[src/rtl/mem_responder.sv]
// mem_responder: word-addressed memory acting as the responder of a
// four-phase Req/Ack bus, with a fixed number of wait states per access.
module mem_responder #(
  parameter int DATA_W      = 16,
  parameter int ADDR_W      = 8,
  parameter int DEPTH       = 128,
  parameter int WAIT_CYCLES = 2
) (
  input  logic              Clk,
  input  logic              Reset,
  input  logic              Req,
  input  logic              WE,
  input  logic [ADDR_W-1:0] Addr,
  input  logic [DATA_W-1:0] WData,
  output logic              Ack,
  output logic [DATA_W-1:0] RData,
  output logic              Err,
  output logic              Busy
);

  localparam int IDX_W = (DEPTH > 1) ? $clog2(DEPTH) : 1;

  typedef enum logic [1:0] {
    S_IDLE,
    S_WAIT,
    S_ACK
  } state_t;

  state_t            state, state_d;
  logic [3:0]        cnt, cnt_d;
  logic [ADDR_W-1:0] addr_q, addr_d;
  logic              we_q, we_d;
  logic [DATA_W-1:0] wdata_q, wdata_d;
  logic              ack_q, ack_d;
  logic [DATA_W-1:0] rdata_q, rdata_d;
  logic              err_q, err_d;
  logic              busy_q, busy_d;
  logic              mem_we;
  logic              in_range;
  logic [IDX_W-1:0]  idx;

  logic [DATA_W-1:0] mem [DEPTH];

  assign in_range = (32'(addr_q) < 32'(DEPTH));
  assign idx      = addr_q[IDX_W-1:0];

  assign Ack   = ack_q;
  assign RData = rdata_q;
  assign Err   = err_q;
  assign Busy  = busy_q;

  // Next-state and next-output logic for the request/wait/acknowledge cycle.
  always_comb begin
    state_d = state;
    cnt_d   = cnt;
    addr_d  = addr_q;
    we_d    = we_q;
    wdata_d = wdata_q;
    ack_d   = ack_q;
    rdata_d = rdata_q;
    err_d   = err_q;
    busy_d  = busy_q;
    mem_we  = 1'b0;
    case (state)
      S_IDLE: begin
        if (Req) begin
          addr_d  = Addr;
          we_d    = WE;
          wdata_d = WData;
          cnt_d   = 4'(WAIT_CYCLES);
          err_d   = 1'b0;
          busy_d  = 1'b1;
          state_d = S_WAIT;
        end
      end
      S_WAIT: begin
        if (cnt != 4'd0) begin
          cnt_d = cnt - 4'd1;
        end else begin
          ack_d   = 1'b1;
          state_d = S_ACK;
          if (in_range) begin
            if (we_q) mem_we = 1'b1;
            else      rdata_d = mem[idx];
          end else begin
            err_d = 1'b1;
            if (!we_q) rdata_d = '0;
          end
        end
      end
      S_ACK: begin
        // A Req already low here (dropped early) still gives one Ack cycle.
        if (!Req) begin
          ack_d   = 1'b0;
          busy_d  = 1'b0;
          state_d = S_IDLE;
        end
      end
      default: state_d = S_IDLE;
    endcase
  end

  // State and output registers; reset aborts any transaction in flight.
  always_ff @(posedge Clk) begin
    if (Reset) begin
      state   <= S_IDLE;
      cnt     <= '0;
      addr_q  <= '0;
      we_q    <= 1'b0;
      wdata_q <= '0;
      ack_q   <= 1'b0;
      rdata_q <= '0;
      err_q   <= 1'b0;
      busy_q  <= 1'b0;
    end else begin
      state   <= state_d;
      cnt     <= cnt_d;
      addr_q  <= addr_d;
      we_q    <= we_d;
      wdata_q <= wdata_d;
      ack_q   <= ack_d;
      rdata_q <= rdata_d;
      err_q   <= err_d;
      busy_q  <= busy_d;
    end
  end

  // Memory array write port; never cleared, and blocked while Reset is high.
  always_ff @(posedge Clk) begin
    if (!Reset && mem_we) mem[idx] <= wdata_q;
  end

endmodule

[config.mk]
export PLATFORM = sky130hd
export DESIGN_NAME = mem_responder
export DESIGN_NICKNAME = d
export VERILOG_FILES = /design/src/rtl/mem_responder.sv
export SDC_FILE = /design/constraint.sdc
export NUM_CORES = 2
export LEC_CHECK = 0
export BUFFER_PORTS_ARGS = -buffer_cell sky130_fd_sc_hd__buf_2
export CAP_MARGIN = 0
export CORE_ASPECT_RATIO = 2
export CORE_UTILIZATION = 55
export CTS_CLUSTER_DIAMETER = 50
export DETAILED_ROUTE_END_ITERATION = 8
export PLACE_DENSITY = 0.71
export SLEW_MARGIN = 15
export SYNTH_ARGS = -nofsm -noshare
export SYNTH_HDL_FRONTEND = slang
export SYNTH_SLANG_ARGS = --single-unit
[constraint.sdc]
create_clock -name Clk -period 5.4 [get_ports Clk]
set_clock_uncertainty 0.2 [all_clocks]
set_input_delay 0.54 -clock Clk [delete_from_list [all_inputs] [get_ports Clk]]
set_output_delay 0.54 -clock Clk [all_outputs]
set_load 0.05 [all_outputs]
==> metrics.txt <==
status finished clean; Syn. warnings 0; most frequent cells in the layout 2,048 x edfxtp_1, 432 x mux4_2, 228 x buf_4, 223 x mux2i_1, 178 x clkbuf_16; Slew HR 0.0677; Skew-Pair Late Insertion Delay between 800 and 900 ps; vias in the first global route 40,800; Max Cap Viol 0; DIE HEIGHT 543 µm; total track usage 0.282; post-DP HPWL approximately 130,000 µm; Area after DPL 84,200 µm²; first-pass GRT wire length around 290,000 µm; drt pass-1 iters 6; Layout area overhead 11.6%; largest net degree at the start of global routing 90; final setup TNS 0 ps; worst-path fanout max 47; startpoint types flop; Synth area leader edfxtp_1; CORE AREA approximately 150,000 µm²; clk sinks between 2,000 and 2,500; Max H-tree Level 4; EDFF count, synth between 2,000 and 2,500; drt total wl ~200,000 µm; area fraction of the dominant cell type after synthesis 0.763; Critical Path RT about 6000 ps; Cell Area, Synth 80,600 µm²; port bufs 46; drc violations 0; period utilization 0.862; die width 273 µm; post-route ant nets 0; Max VDD drop around 360 µV; post-synthesis cell type count 51; wire per inst ~34 µm; global route overflow 0; Reg area 62,700 µm²; power per cell area about 360 nW/µm²; part of the Yosys area used for sequential elements 0.777; fin util 0.618; post-synthesis instance total roughly 3,800; Post-synth ARST share 0; clock buffer depth 4; Net Count, Synth 3,850; drt initial violations ~4,300; Largest stage delay, worst path 780 ps; CP Class flop to flop; commonest non-fill, non-tap cell in the layout edfxtp_1; Syn Area/Cell 21.1 µm²; DP Worst Slack 842 ps; FP Rows 198; DR vias/cell approximately 6.5; io pins between 40 and 50; Reg clk slew, reported paths 70 ps; Fillers roughly 9,800; FF+latch count, synth between 2,000 and 2,500; Final Setup Violations 0; CP Data Arrival Time slightly above 5000 ps; post-route minimum period 4660 ps; layout cells sized above 1 0.241; LEAKAGE approximately 0.028 µW; slowest stage cell, crit path dfxtp_4; TritonCTS Buffers ~170; fin. max-slew vios 0; dpl cells about 5,800; setup ws final 745 ps; Setup crit end kind flop; Hold Fails Final Rpt 0; fin cells between 6,000 and 7,000; Non-Filler Cell Area, Final approximately 90,000 µm²; Root Buffer clkbuf_16; setup repair after global routing missed its margin false; DIE AREA roughly 150,000 µm²; routed vias about 40,000; Final Wtd Congestion approximately 0.90; CTS tree yes; Slew @ Worst Pin around 1400 ps; Initial Utilization 0.554; multi-input combinational cell area ~17,000 µm²; CP cell instances buf_4 > buf_4 > mux4_2 > a22oi_1 > a21oi_1 > a21oi_1 > nand3_1; HP Class primary input to flop; top_reg_cell synth edfxtp_1; antenna violations before repair 10; # nets final around 4,100; FMAX ~210 MHz; ranking of synthesized cells by area edfxtp_1 76%, mux4_2 12%, mux2i_1 2.8%
[cells by family after synthesis]
kind of cell	Yosys count	synth area share
muxes	675	0.151
xor gates and xnor gates	2	0.000217
and+or+nand+nor	459	0.0253
buffers and inverters	219	0.0142
adders and majority gates	2	0.000310
AOI/OAI and AO/OA	358	0.0316
DFF	2105	0.777
[report_power, final]
| part | leakage [µW] | internal [µW] | total (µW) | switching [µW] |
|---|---|---|---|---|
| clock | 0.00266 | 6840 | 12400 | 5550 |
| combinational | 0.00595 | 718 | 1940 | 1220 |
| sequential | 0.0198 | 18000 | 18300 | 267 |
[final timing paths]
path / from / to / slack (ps) / depth (start not counted)
worst max-delay path: flop / RData[8] / 740 / 7
worst min register to register: Err / Err / 300 / 2
worst min-delay path: Reset / wdata_q[10] / 80 / 2
worst max register to register: flop / RData[8] / 740 / 7
[sequential cells by signal, indices dropped and copies added (netlist names), 2 cells and up, named ones only]
| name | count |
|---|---|
| RData | 16 |
| addr_q | 8 |
| cnt | 4 |
| mem | 2048 |
| state | 2 |
| wdata_q | 16 |
[metal layers]
metal,vias up,routed length (µm),global-route usage
li1,16400,-,-
met4,6,16900,0.196
met2,1947,108000,0.491
met1,20800,67300,0.324
met5,-,39,0
met3,512,13500,0.0326
[area by class of cell]
cell class,count,area share
Tap cell,1900,0.0264
Multi-Input combinational cell,1496,0.188
Clock inverter,75,0.00803
Timing Repair Buffer,312,0.0272
Inverter,7,0.000292
Antenna cell,5,0.000139
Clock buffer,222,0.0525
Sequential cell,2105,0.697
[repair_timing]
item,4_1_cts,5_1_grt
buffers inserted,0,0
hold endpoints to repair,35,0
hold buffers,26,0
gates resized for setup,0,0
[cell usage after synthesis, types with 3 or more instances]
cell type,instances
a2111oi_0,14
a211oi_1,38
mux2i_1,223
a221oi_1,14
clkbuf_1,77
buf_4,20
or3_1,4
o31a_1,10
or2_2,4
nor2b_1,34
nand3_1,27
inv_1,7
buf_1,21
and3_1,11
a311oi_1,19
buf_6,17
a211o_1,9
mux4_2,432
mux2_2,20
o21ai_0,9
dfxtp_1,57
and2_1,5
nand4_1,3
nor2_1,171
edfxtp_1,2048
nor4_1,21
o22ai_1,45
nand2b_1,5
a21oi_1,83
nor3_1,7
buf_2,75
a22o_1,15
a22oi_1,75
a221o_1,12
nand2_1,157
o311ai_0,10
[worst max-delay path: cells and delay by family, from the launching register on]
kind	cells	cell delay (ps)
flops	1	780
simple gates	1	130
mux	1	560
compound gates	3	1560
buf+inv	2	1200
[stage by stage]
stage               hold WS (ps)  power, µW
finish                      78.5      32600
global route                85.5      33300
CTS                         15.8      32700
detailed placement           268      20600
global placement             261      20500
floorplan                    260      19700
(Power assumes the default switching activity.)
